===== config.mk =====
export PLATFORM = sky130hd
export DESIGN_NAME = control_unit
export DESIGN_NICKNAME = d
export VERILOG_FILES = /design/src/rtl/processor_pkg.sv /design/src/rtl/program_counter.sv /design/src/rtl/control_unit.sv
export SDC_FILE = /design/constraint.sdc
export NUM_CORES = 1
export LEC_CHECK = 0
export CAP_MARGIN = 20
export CORE_MARGIN = 2
export CORE_UTILIZATION = 35
export DETAILED_ROUTE_END_ITERATION = 8
export GPL_TIMING_DRIVEN = 0
export PLACE_DENSITY = 0.71
export SLEW_MARGIN = 20
export SYNTH_ARGS = -nofsm -noshare
export SYNTH_HDL_FRONTEND = slang
export SYNTH_HIERARCHICAL = 1
export SYNTH_SLANG_ARGS = --single-unit

===== constraint.sdc =====
create_clock -name clock -period 2.35 [get_ports clock]
set_input_delay 0.47 -clock clock [delete_from_list [all_inputs] [get_ports clock]]
set_output_delay 0.47 -clock clock [all_outputs]
set_load 0.005 [all_outputs]

===== src/rtl/processor_pkg.sv =====
// Shared constants for the 16-bit lab processor: opcodes, state codes,
// ALU selects, instruction field positions and the control-strobe bundle.
package processor_pkg;

    localparam int OP_MSB    = 15;
    localparam int OP_LSB    = 12;
    localparam int DADDR_MSB = 11;
    localparam int DADDR_LSB = 4;
    localparam int RA_MSB    = 11;
    localparam int RA_LSB    = 8;
    localparam int RB_MSB    = 7;
    localparam int RB_LSB    = 4;
    localparam int RW_MSB    = 3;
    localparam int RW_LSB    = 0;

    localparam logic [3:0] OP_NOOP  = 4'd0;
    localparam logic [3:0] OP_STORE = 4'd1;
    localparam logic [3:0] OP_LOAD  = 4'd2;
    localparam logic [3:0] OP_ADD   = 4'd3;
    localparam logic [3:0] OP_SUB   = 4'd4;
    localparam logic [3:0] OP_HALT  = 4'd5;

    localparam logic [3:0] S_INIT   = 4'd0;
    localparam logic [3:0] S_FETCH  = 4'd1;
    localparam logic [3:0] S_DECODE = 4'd2;
    localparam logic [3:0] S_NOOP   = 4'd3;
    localparam logic [3:0] S_LOAD_A = 4'd4;
    localparam logic [3:0] S_LOAD_B = 4'd5;
    localparam logic [3:0] S_STORE  = 4'd6;
    localparam logic [3:0] S_ADD    = 4'd7;
    localparam logic [3:0] S_SUB    = 4'd8;
    localparam logic [3:0] S_HALT   = 4'd9;

    localparam logic [2:0] ALU_PASS = 3'b000;
    localparam logic [2:0] ALU_ADD  = 3'b001;
    localparam logic [2:0] ALU_SUB  = 3'b010;

    typedef struct packed {
        logic [7:0] d_addr;
        logic       d_wr;
        logic       rf_s;
        logic [3:0] rf_w_addr;
        logic       rf_w_en;
        logic [3:0] rf_ra_addr;
        logic [3:0] rf_rb_addr;
        logic [2:0] alu_s0;
    } ctrl_t;

    // First execute state for an opcode; unknown opcodes retire as NOOP.
    function automatic logic [3:0] decode_op(input logic [3:0] op);
        case (op)
            OP_STORE: decode_op = S_STORE;
            OP_LOAD:  decode_op = S_LOAD_A;
            OP_ADD:   decode_op = S_ADD;
            OP_SUB:   decode_op = S_SUB;
            OP_HALT:  decode_op = S_HALT;
            default:  decode_op = S_NOOP;
        endcase
    endfunction

endpackage


===== src/rtl/program_counter.sv =====
// PC_W-bit program counter with synchronous clear and increment,
// wrapping silently at 2**PC_W.
module program_counter #(
    parameter int PC_W = 7
) (
    input  logic            clock,
    input  logic            reset,
    input  logic            clr,
    input  logic            inc,
    output logic [PC_W-1:0] pc
);

    always_ff @(posedge clock or negedge reset) begin
        if (!reset)
            pc <= '0;
        else if (clr)
            pc <= '0;
        else if (inc)
            pc <= pc + 1'b1;
    end

endmodule


===== src/rtl/control_unit.sv =====
// Controller FSM of the 16-bit lab processor: fetch/decode/execute with Moore
// strobes into the datapath. Optional SINGLE_STEP_EN adds a step input.
module control_unit
    import processor_pkg::*;
#(
    parameter int PC_W    = 7,
    parameter int DATA_AW = 8
) (
    input  logic               clock,
    input  logic               reset,
    input  logic [15:0]        IM_data,
    output logic [PC_W-1:0]    PC_out,
    output logic               IM_rd,
    output logic [15:0]        IR_out,
    output logic [DATA_AW-1:0] D_addr,
    output logic               D_wr,
    output logic               RF_s,
    output logic [3:0]         RF_W_addr,
    output logic               RF_W_en,
    output logic [3:0]         RF_Ra_addr,
    output logic [3:0]         RF_Rb_addr,
    output logic [2:0]         ALU_s0,
    output logic [3:0]         state_out
`ifdef SINGLE_STEP_EN
    ,
    input  logic               step
`endif
);

    logic [3:0]  state, state_next;
    logic [15:0] ir;
    logic [PC_W-1:0] pc;
    logic        go;
    logic        fresh;
    ctrl_t       ctrl;

`ifdef SINGLE_STEP_EN
    assign go = step;

    // A held execute state fires its write strobe only on its first cycle.
    always_ff @(posedge clock or negedge reset) begin
        if (!reset)
            fresh <= 1'b1;
        else
            fresh <= (state_next != state);
    end
`else
    assign go    = 1'b1;
    assign fresh = 1'b1;
`endif

    program_counter #(.PC_W(PC_W)) u_pc (
        .clock (clock),
        .reset (reset),
        .clr   (state == S_INIT),
        .inc   (state == S_FETCH),
        .pc    (pc)
    );

    always_comb begin
        state_next = state;
        case (state)
            S_INIT:   if (go) state_next = S_FETCH;
            S_FETCH:  state_next = S_DECODE;
            // ROM data arrives this cycle; IR still holds the previous word.
            S_DECODE: state_next = decode_op(IM_data[OP_MSB:OP_LSB]);
            S_LOAD_A: state_next = S_LOAD_B;
            S_NOOP, S_LOAD_B, S_STORE, S_ADD, S_SUB:
                      if (go) state_next = S_FETCH;
            S_HALT:   state_next = S_HALT;
            default:  state_next = S_INIT;
        endcase
    end

    always_ff @(posedge clock or negedge reset) begin
        if (!reset) begin
            state <= S_INIT;
            ir    <= '0;
        end else begin
            state <= state_next;
            if (state == S_DECODE)
                ir <= IM_data;
        end
    end

    always_comb begin
        ctrl = '0;
        case (state)
            S_LOAD_A: begin
                ctrl.d_addr    = ir[DADDR_MSB:DADDR_LSB];
                ctrl.rf_w_addr = ir[RW_MSB:RW_LSB];
                ctrl.rf_s      = 1'b1;
            end
            S_LOAD_B: begin
                ctrl.d_addr    = ir[DADDR_MSB:DADDR_LSB];
                ctrl.rf_w_addr = ir[RW_MSB:RW_LSB];
                ctrl.rf_s      = 1'b1;
                ctrl.rf_w_en   = fresh;
            end
            S_STORE: begin
                ctrl.d_addr     = ir[DADDR_MSB:DADDR_LSB];
                ctrl.rf_ra_addr = ir[RW_MSB:RW_LSB];
                ctrl.d_wr       = fresh;
            end
            S_ADD, S_SUB: begin
                ctrl.rf_ra_addr = ir[RA_MSB:RA_LSB];
                ctrl.rf_rb_addr = ir[RB_MSB:RB_LSB];
                ctrl.rf_w_addr  = ir[RW_MSB:RW_LSB];
                ctrl.alu_s0     = (state == S_ADD) ? ALU_ADD : ALU_SUB;
                ctrl.rf_w_en    = fresh;
            end
            default: ;
        endcase
    end

    assign PC_out     = pc;
    assign IM_rd      = (state == S_FETCH);
    assign IR_out     = ir;
    assign D_addr     = ctrl.d_addr;
    assign D_wr       = ctrl.d_wr;
    assign RF_s       = ctrl.rf_s;
    assign RF_W_addr  = ctrl.rf_w_addr;
    assign RF_W_en    = ctrl.rf_w_en;
    assign RF_Ra_addr = ctrl.rf_ra_addr;
    assign RF_Rb_addr = ctrl.rf_rb_addr;
    assign ALU_s0     = ctrl.alu_s0;
    assign state_out  = state;

endmodule


==> flow_metrics.env <==
export IMPL_yosysWarningCount=6
export IMPL_clockPowerShare_pct=11.0
export IMPL_setup_viol=0
export IMPL_grt_pass1_wl_mm=6.73
export IMPL_critical_path_max_fanout=5
export IMPL_netlist_instances=130
export IMPL_worstMarginPinSlew_ns=0.717
export IMPL_dp_cells=250
export IMPL_final_layout_size_suffix_gt1_share_pct=32.6
export IMPL_layout_cells_non_filler=274
export IMPL_worst_slack_ns=0.0411
export IMPL_coreArea_mm2=0.00400
export IMPL_cts_buffers=3
export IMPL_syn_nets=149
export IMPL_htreeDepth=1
export IMPL_drt_iter0_markers=45
export IMPL_rows=23
export IMPL_wl_met3_um=230
export IMPL_power_uw=2450
export IMPL_async_flop_share_pct=100
export IMPL_ctsHoldBuffers=0
export IMPL_peakVddDrop_v=0.000488
export IMPL_switching_share_pct=33.5
export IMPL_skew_ns=0.00762
export IMPL_internal_power_uw=1630
export IMPL_synthesis_area_per_instance_um2=11.1
export IMPL_finalWirelength_mm=4.34
export IMPL_antenna_found_initial=0
export IMPL_initial_core_util_pct=36.2
export IMPL_critical_path_startpoint="state_out[0]"
export IMPL_track_usage_pct=19.4
export IMPL_io_buffers=70
export IMPL_cp_end_kind="output port"
export IMPL_drt_met1_wl_mm=1.81
export IMPL_worstSetupStartpointType="flop"
export IMPL_dr_wl_met2_mm=2.25
export IMPL_critPathKind="reg -> out"
export IMPL_firstDrtPassIters=4
export IMPL_gp_congestion=0.767
export IMPL_fin_nets=244
export IMPL_synth_distinct_cells=38
export IMPL_final_core_util_pct=60.8
export IMPL_regToRegEndpoint="u_pc/pc[6]"
export IMPL_grt_max_degree=28
export IMPL_grt_pass1_vias=1304
export IMPL_die_area_mm2=0.00467
export IMPL_powerDensity_mw_per_mm2=1010
export IMPL_pin_count=72
export IMPL_top_layer_used="met4"
export IMPL_synthesis_area_mm2=0.00145
export IMPL_fp_dieW_um=68.3
export IMPL_pre_cts_ws_ns=-0.267
export IMPL_vias=1357
export IMPL_clkSinkCount=27
export IMPL_pwr_share_seq_pct=34.5
export IMPL_rr_startpoint="state_out[1]"
export IMPL_die_y_um=68.3
export IMPL_min_period_ns=2.31
export IMPL_synth_edff_count=0
export IMPL_worstPathRequired_ns=1.88
export IMPL_maxCapViolations=0
export IMPL_detail_route_antenna_nets=0
export IMPL_synth_ff_type="dfrtp_1"
export IMPL_cellLeakagePower_uw=0.00115
export IMPL_hp_class="in -> async"
export IMPL_yosysSeqAreaShare_pct=46.6
export IMPL_clk_latency_ns=0.27
export IMPL_drv_slew=0
export IMPL_relSlewSlack_pct=51.8
export IMPL_antenna_cells=0
export IMPL_status="finished, final reports clean"
export IMPL_timing_final_crit_share_pct=98.3
export IMPL_switchingPower_uw=822
export IMPL_root_buffer="clkbuf_8"
export IMPL_path_clk_slew_ns=0.10
export IMPL_fmax_mhz=433
export IMPL_critPathArrivalTime_ns=1.84
export IMPL_drc_errors=0
export IMPL_cts_buffer_depth=2
export IMPL_grt_overflow=0
export IMPL_hold_violations=0
export IMPL_rsz0062_at_grt="true"
export IMPL_rr_worst_depth=6
export IMPL_area_delta_synth_final_pct=67.9
export IMPL_wl_per_cell_um=15.8
export IMPL_via_per_inst=4.95
export IMPL_reg2reg_slack_ns=0.26
export IMPL_dp_hpwl_mm=3.06
export IMPL_ys_ff_latch=27
export IMPL_cts_tree="yes"
export IMPL_comb_power_share_pct=54.5
kinds of logic after synthesis:
kind of cell / after synthesis / share of synthesized area [%]
flip-flops: 27 / 46.6
buffers and inverters: 9 / 3.71
AND/OR/NAND/NOR: 47 / 20.3
multiplexers: 17 / 14.2
other: 1 / 0.259
XOR/XNOR: 5 / 3.02
AO/OA/AOI/OAI: 23 / 11.1
adder cells (fa/ha/maj): 1 / 0.863
per-stage QoR:
step | instance area, um2 | hold slack, ns | setup TNS (ns)
floorplan | 1450 | 0.174 | 0
global placement | 2210 | 0.491 | -1.27
detailed placement | 2210 | 0.497 | -2.24
CTS | 2410 | 0.216 | -0.00140
global route | 2430 | 0.240 | -0.115
finish | 2430 | 0.191 | 0
placed cells by master, fill, tap and decap left out, types with 6 or more instances in the layout:
cell type	instances
buf_4	20
mux2_2	12
buf_6	6
dlygate4sd2_1	10
nor2_1	7
and2_1	8
o21ai_0	6
dfrtp_1	27
clkdlybuf4s50_1	46
buf_2	7
power groups by stage:
stage               Combinational (uW)  Clock [uW]  Sequential, uW
floorplan                          548           0             830
global placement                  1130           0             840
detailed placement                1160           0             856
CTS                               1290         276             840
global route                      1440         300             877
finish                            1340         270             845
worst max-delay path by stage:
stage	cells after the start	endpoint	slack, ns
after floorplan	6	u_pc/pc[6]	0.32
after detailed placement	5	D_addr[3]	-0.27
final	6	RF_Ra_addr[1]	0.04
after CTS	7	RF_Ra_addr[3]	-0.001
after global placement	5	D_addr[2]	-0.16
after global routing	6	RF_W_addr[0]	-0.04
synth_stat cells (3+ instances only):
cell,number,share of area (%)
o21ai_0,6,2.1
nand2b_1,4,1.7
a21oi_1,5,1.7
and2_1,12,5.2
nand2_1,5,1.3
mux2_2,12,9.3
nor2_1,8,2.1
mux2_4,4,4.1
a21boi_1,4,2.1
a22o_1,4,2.4
or3_1,3,1.3
xor2_1,4,2.4
buf_2,4,1.4
dfrtp_1,27,47
layer usage:
layer | vias to the layer above | track usage (%)
met5 | - | 0
met4 | 0 | 4.50
met3 | 4 | 3.45
met2 | 36 | 32.8
met1 | 666 | 25.9
li1 | 651 | -
cell type report:
class                           instances  area (um2)
Clock inverter                          1        7.51
Timing Repair Buffer                   90         805
Inverter                                2        10.0
Buffer                                  7        61.3
Multi-Input combinational cell         94         769
Fill cell                             315        1570
Clock buffer                            3        41.3
Sequential cell                        27         676
Tap cell                               50        62.6
sequential cells by signal, summed over array words and instances, names as in the netlist:
register	count
u_pc/pc	7
state_out	4
IR_out	16
critical path: stages (launching register included):
cell and delay [ns]:
dfrtp_1 0.41, buf_6 0.13, or4b_4 0.53, o21ai_4 0.11, buf_6 0.15, a22o_1 0.12, buf_2 0.11
repair_timing:
item / in CTS / in global routing
resized for setup: 56 / 15
buffers inserted: 17 / 4
endpoints found under the setup margin: 24 / 13
pin swaps: 14 / 5
Power figures use the tool's default switching activity.
